<file path="src/rtl/key_debouncer.sv">
// Debounces one synchronized key level into a clean pressed level plus
// single-cycle press, release and long-press pulses.
module key_debouncer #(
    parameter int unsigned DEBOUNCE_CYCLES = 250000,
    parameter int unsigned HOLD_CYCLES     = 50000000,
    parameter logic        ACTIVE_LOW      = 1'b1
) (
    input  logic CLK,
    input  logic nRST,
    input  logic signal_sync,
    output logic level,
    output logic press,
    output logic release_pulse,
    output logic long_press
);

    localparam int unsigned DebW = $clog2(DEBOUNCE_CYCLES);
    localparam int unsigned HoldW = $clog2(HOLD_CYCLES);
    localparam logic [DebW-1:0]  DebLast  = DebW'(DEBOUNCE_CYCLES - 1);
    localparam logic [HoldW-1:0] HoldLast = HoldW'(HOLD_CYCLES - 1);
    localparam logic [HoldW-1:0] HoldPre  = HoldW'(HOLD_CYCLES - 2);

    typedef enum logic [1:0] {
        StReleased,
        StPressWait,
        StPressed,
        StReleaseWait
    } state_e;

    state_e           state_q, state_d;
    logic [DebW-1:0]  deb_q, deb_d;
    logic [HoldW-1:0] hold_q, hold_d;
    logic             level_q, level_d;
    logic             press_q, press_d;
    logic             rel_q, rel_d;
    logic             long_q, long_d;
    logic             raw;

    assign raw = signal_sync ^ ACTIVE_LOW;

    always_comb begin
        state_d = state_q;
        deb_d   = deb_q;
        hold_d  = hold_q;
        press_d = 1'b0;
        rel_d   = 1'b0;
        long_d  = 1'b0;

        // Hold time accrues across release bounces; saturation stops repeats.
        if ((state_q == StPressed || state_q == StReleaseWait) && hold_q != HoldLast) begin
            hold_d = hold_q + 1'b1;
            long_d = (hold_q == HoldPre);
        end

        unique case (state_q)
            StReleased: begin
                if (raw) begin
                    state_d = StPressWait;
                    deb_d   = '0;
                end
            end
            StPressWait: begin
                if (!raw) begin
                    state_d = StReleased;
                end else if (deb_q == DebLast) begin
                    state_d = StPressed;
                    press_d = 1'b1;
                    hold_d  = '0;
                end else begin
                    deb_d = deb_q + 1'b1;
                end
            end
            StPressed: begin
                if (!raw) begin
                    state_d = StReleaseWait;
                    deb_d   = '0;
                end
            end
            StReleaseWait: begin
                if (raw) begin
                    state_d = StPressed;
                end else if (deb_q == DebLast) begin
                    state_d = StReleased;
                    rel_d   = 1'b1;
                    long_d  = 1'b0;  // release wins over a coincident long press
                end else begin
                    deb_d = deb_q + 1'b1;
                end
            end
            default: state_d = StReleased;
        endcase

        level_d = (state_d == StPressed) || (state_d == StReleaseWait);
    end

    always_ff @(posedge CLK or negedge nRST) begin
        if (!nRST) begin
            state_q <= StReleased;
            deb_q   <= '0;
            hold_q  <= '0;
            level_q <= 1'b0;
            press_q <= 1'b0;
            rel_q   <= 1'b0;
            long_q  <= 1'b0;
        end else begin
            state_q <= state_d;
            deb_q   <= deb_d;
            hold_q  <= hold_d;
            level_q <= level_d;
            press_q <= press_d;
            rel_q   <= rel_d;
            long_q  <= long_d;
        end
    end

    assign level         = level_q;
    assign press         = press_q;
    assign release_pulse = rel_q;
    assign long_press    = long_q;

endmodule

</file>
<file path="config.mk">
export PLATFORM = sky130hd
export DESIGN_NAME = key_debouncer
export DESIGN_NICKNAME = d
export VERILOG_FILES = /design/src/rtl/key_debouncer.sv
export SDC_FILE = /design/constraint.sdc
export NUM_CORES = 1
export LEC_CHECK = 0
export CORE_MARGIN = 1
export CORE_UTILIZATION = 55
export CTS_CLUSTER_SIZE = 10
export DETAILED_ROUTE_END_ITERATION = 16
export GPL_ROUTABILITY_DRIVEN = 0
export PLACE_DENSITY = 0.81
export RECOVER_POWER = 50
export SYNTH_ARGS = -nofsm -noshare
export SYNTH_HDL_FRONTEND = slang
export SYNTH_SLANG_ARGS = --single-unit
export TNS_END_PERCENT = 50
</file>
<file path="constraint.sdc">
create_clock -name CLK -period 3.5 [get_ports CLK]
set_input_delay 0.35 -clock CLK [delete_from_list [all_inputs] [get_ports CLK]]
set_output_delay 0.35 -clock CLK [all_outputs]
set_load 0.05 [all_outputs]
</file>
==> impl_metrics.yaml <==
layout:
  drive_above_1_share_pct: 8.76
  fillerInstances: 366
  final_nets: 279
  layout_common_cells: "dfrtp_1 (50), nor2_1 (49), xor2_1 (26)"
  antenna_cells: 0
  areaGrowthSynthToFinish_pct: 8.77
  final_common_cell: "dfrtp_1"
  fin_cells: 326
logic_synthesis:
  yosys_register_bits: 50
  syn_nets: 271
  synth_top_area_share_pct: 47.7
  ys_warn_count: 0
  syn_area_um2: 2630
  synthCells: 265
  synthTopCellsByArea: "dfrtp_1 (48%), xor2_1 (8.7%), nor2_1 (6.9%), nand3_1 (3.6%), nand4_1 (3.6%)"
  syn_avg_cell_area_um2: 9.91
  yosysTopAreaCell: "dfrtp_1"
  ys_types: 47
  ys_seq_area_share_pct: 47.7
floorplanning:
  chipWidth_um: 71.1
  core-area_um2: 4470
  ios: 7
  die-height_um: 71.1
  initial_core_util_pct: 58.7
  rows: 24
  die_area_um2: 5050
route:
  vias_per_cell: 6.12
  drcViolationCount: 1
  ant_nets: 0
  drt_iter0_drc: 167
  vias: 1995
  routedWlPerCell_um: 15.2
  dr.pass1.iters: 10
  postRouteWirelength_um: 4940
clocking:
  post_cts_buffers: 0
  cts_resized: 0
  cts_max_level: 2
  cts_hold_buf: 0
  clk_path_buf_depth: 2
  clkTransAtPathRegs_ns: 0.09
  clock-sinks: 50
  cts_root_buf: "clkbuf_8"
  tritoncts: "done"
  numCtsBuffers: 5
  clock_latency_ns: 0.31
setup_path:
  required_ns: 3.38
  setup.worst_path.class: "in2async"
  cp_slowest_stage_delay_ns: 1.79
  crit_slowest_cell: "clkbuf_1"
  critPathCaptureType: "async pin"
  critPathMaxFanout: 50
  critPathBufInv: 1
  start_kind: "primary input"
  worstPathArrival_ns: 2.16
  critPathTopFamily: "buffers and inverters"
  crit_chain: "clkbuf_1"
global_routing:
  grt_pass1_vias: 1915
  gr-total-overflow: 0
  grt_max_degree: 51
  grt_pass1_wl_um: 8730
  grt_use_total_pct: 22.1
  antenna_found_initial: 0
timing:
  rsz0062_at_grt: "no"
  clock_skew_ns: 0.00828
  period_needed_ns: 2.28
  fin_setup_tns_ns: 0
  tightest_slew_ns: 2.57
  clock.fmax_ghz: 0.438
  slew_headroom_pct: -71.0
  hold_viol: 0
  slew_violations: 51
  setup-violations-final: 0
  min_period_over_period_pct: 65.2
place:
  io_buffers: 6
  dpl.cell_count: 318
  dp_hpwl_um: 3410
power_and_ir_drop:
  power_density_nw_per_um2: 485
  ir_worst_vdd_uv: 271
  p_leak_nw: 1.20
run:
  maxCapViolations: 1
run_status:
  status: "finished with violations"
  violations: "DRC, capacitance limit, slew limit"
min_path:
  hp-class: "reg2reg"
-- area by class of cell --
class | count | area, um2 | share of cell area, %
clock buffer | 6 | 82.6 | 2.89
clock inverter | 2 | 60.1 | 2.10
inverter | 4 | 15.0 | 0.526
multi-input combinational | 205 | 1320 | 46.2
sequential | 50 | 1250 | 43.8
tap | 52 | 65.1 | 2.28
timing repair buffer | 7 | 61.3 | 2.15
-- worst paths after layout --
check                      cells after the start  slack [ns]         end         from
setup / recovery                               1        1.22  hold_q[10]         nRST
hold / removal                                 2        0.55  hold_q[25]   hold_q[25]
setup reg to reg                               5        1.32   deb_q[13]   state_q[1]
hold reg to reg                                2        0.55  hold_q[25]   hold_q[25]
max in group CLK                               6        1.32   deb_q[13]  signal_sync
min in group asynchronous                      1        0.84   deb_q[12]         nRST
-- worst min-delay path: cells and delay by family (launching register included) --
| family | cells | cell delay [ns] |
|---|---|---|
| xor+xnor | 1 | 0.07 |
| simple gates | 1 | 0.07 |
| flops | 1 | 0.37 |
-- layer usage --
metal	wire, um	up-vias	share of wire (%)	GRT usage [%]
met2	2340	33	47	35.6
met1	2400	991	49	30.1
met3	164	6	3.3	5.13
met5	0	-	0	0
met4	44	0	0.89	6.00
li1	-	965	-	-
-- flip-flops by register name (all words and copies together), names as in the netlist --
name / count
deb_q: 18
hold_q: 26
level: 1
long_press: 1
press: 1
release_pulse: 1
state_q: 2
-- through the flow --
stage | total power [mW] | util, % | hold slack [ns] | area, um2 | setup WS (ns)
floorplan | 0.842 | - | 0.0544 | 2630 | 1.78
global placement | 0.887 | 60.7 | 0.518 | 2720 | 1.11
detailed placement | 0.896 | 60.7 | 0.529 | 2720 | 1.02
CTS | 1.39 | 63.9 | 0.277 | 2860 | 1.30
global route | 1.45 | 63.8 | 0.581 | 2860 | 0.666
finish | 1.39 | 63.8 | 0.548 | 2860 | 1.22
-- cells in the mapped netlist (all sizes together) --
| cell type | count |
|---|---|
| or2 | 1 |
| o211ai | 4 |
| buf | 4 |
| and4b | 1 |
| nor2b | 1 |
| a21oi | 4 |
| ha | 3 |
| o21ai | 3 |
| nor4b | 3 |
| mux2i | 1 |
| nor2 | 51 |
| or3 | 1 |
| nor3 | 11 |
| a2111oi | 1 |
| nand2 | 21 |
| and3 | 8 |
| dfrtp | 50 |
| o31ai | 4 |
| mux2 | 1 |
| xor2 | 27 |
| o311ai | 1 |
| nor3b | 2 |
| or4 | 1 |
| xnor2 | 4 |
| nand3 | 19 |
| and4bb | 2 |
| clkbuf | 2 |
| and4 | 1 |
| a22o | 1 |
| a211oi | 1 |
| inv | 4 |
| nor4bb | 2 |
| o41ai | 1 |
| a21o | 1 |
| a41oi | 1 |
| nand4 | 16 |
| nor4 | 6 |
-- cells by family after synthesis --
family,Yosys count,share of synthesized area [%]
AOI/OAI and AO/OA,22,6.05
xor gates and xnor gates,31,10.6
adders and majority gates,3,1.43
buffers and inverters,10,1.95
DFF,50,47.7
muxes,2,0.810
and+or+nand+nor,147,31.5
-- power breakdown --
| part | switching [mW] | internal, mW | leakage [nW] | total [mW] |
|---|---|---|---|---|
| sequential | 0.0829 | 0.636 | 0.618 | 0.719 |
| clock | 0.187 | 0.305 | 0.0714 | 0.491 |
| combinational | 0.103 | 0.0719 | 0.507 | 0.175 |
| total | 0.373 | 1.01 | 1.20 | 1.39 |
Power figures use the tool's default switching activity.
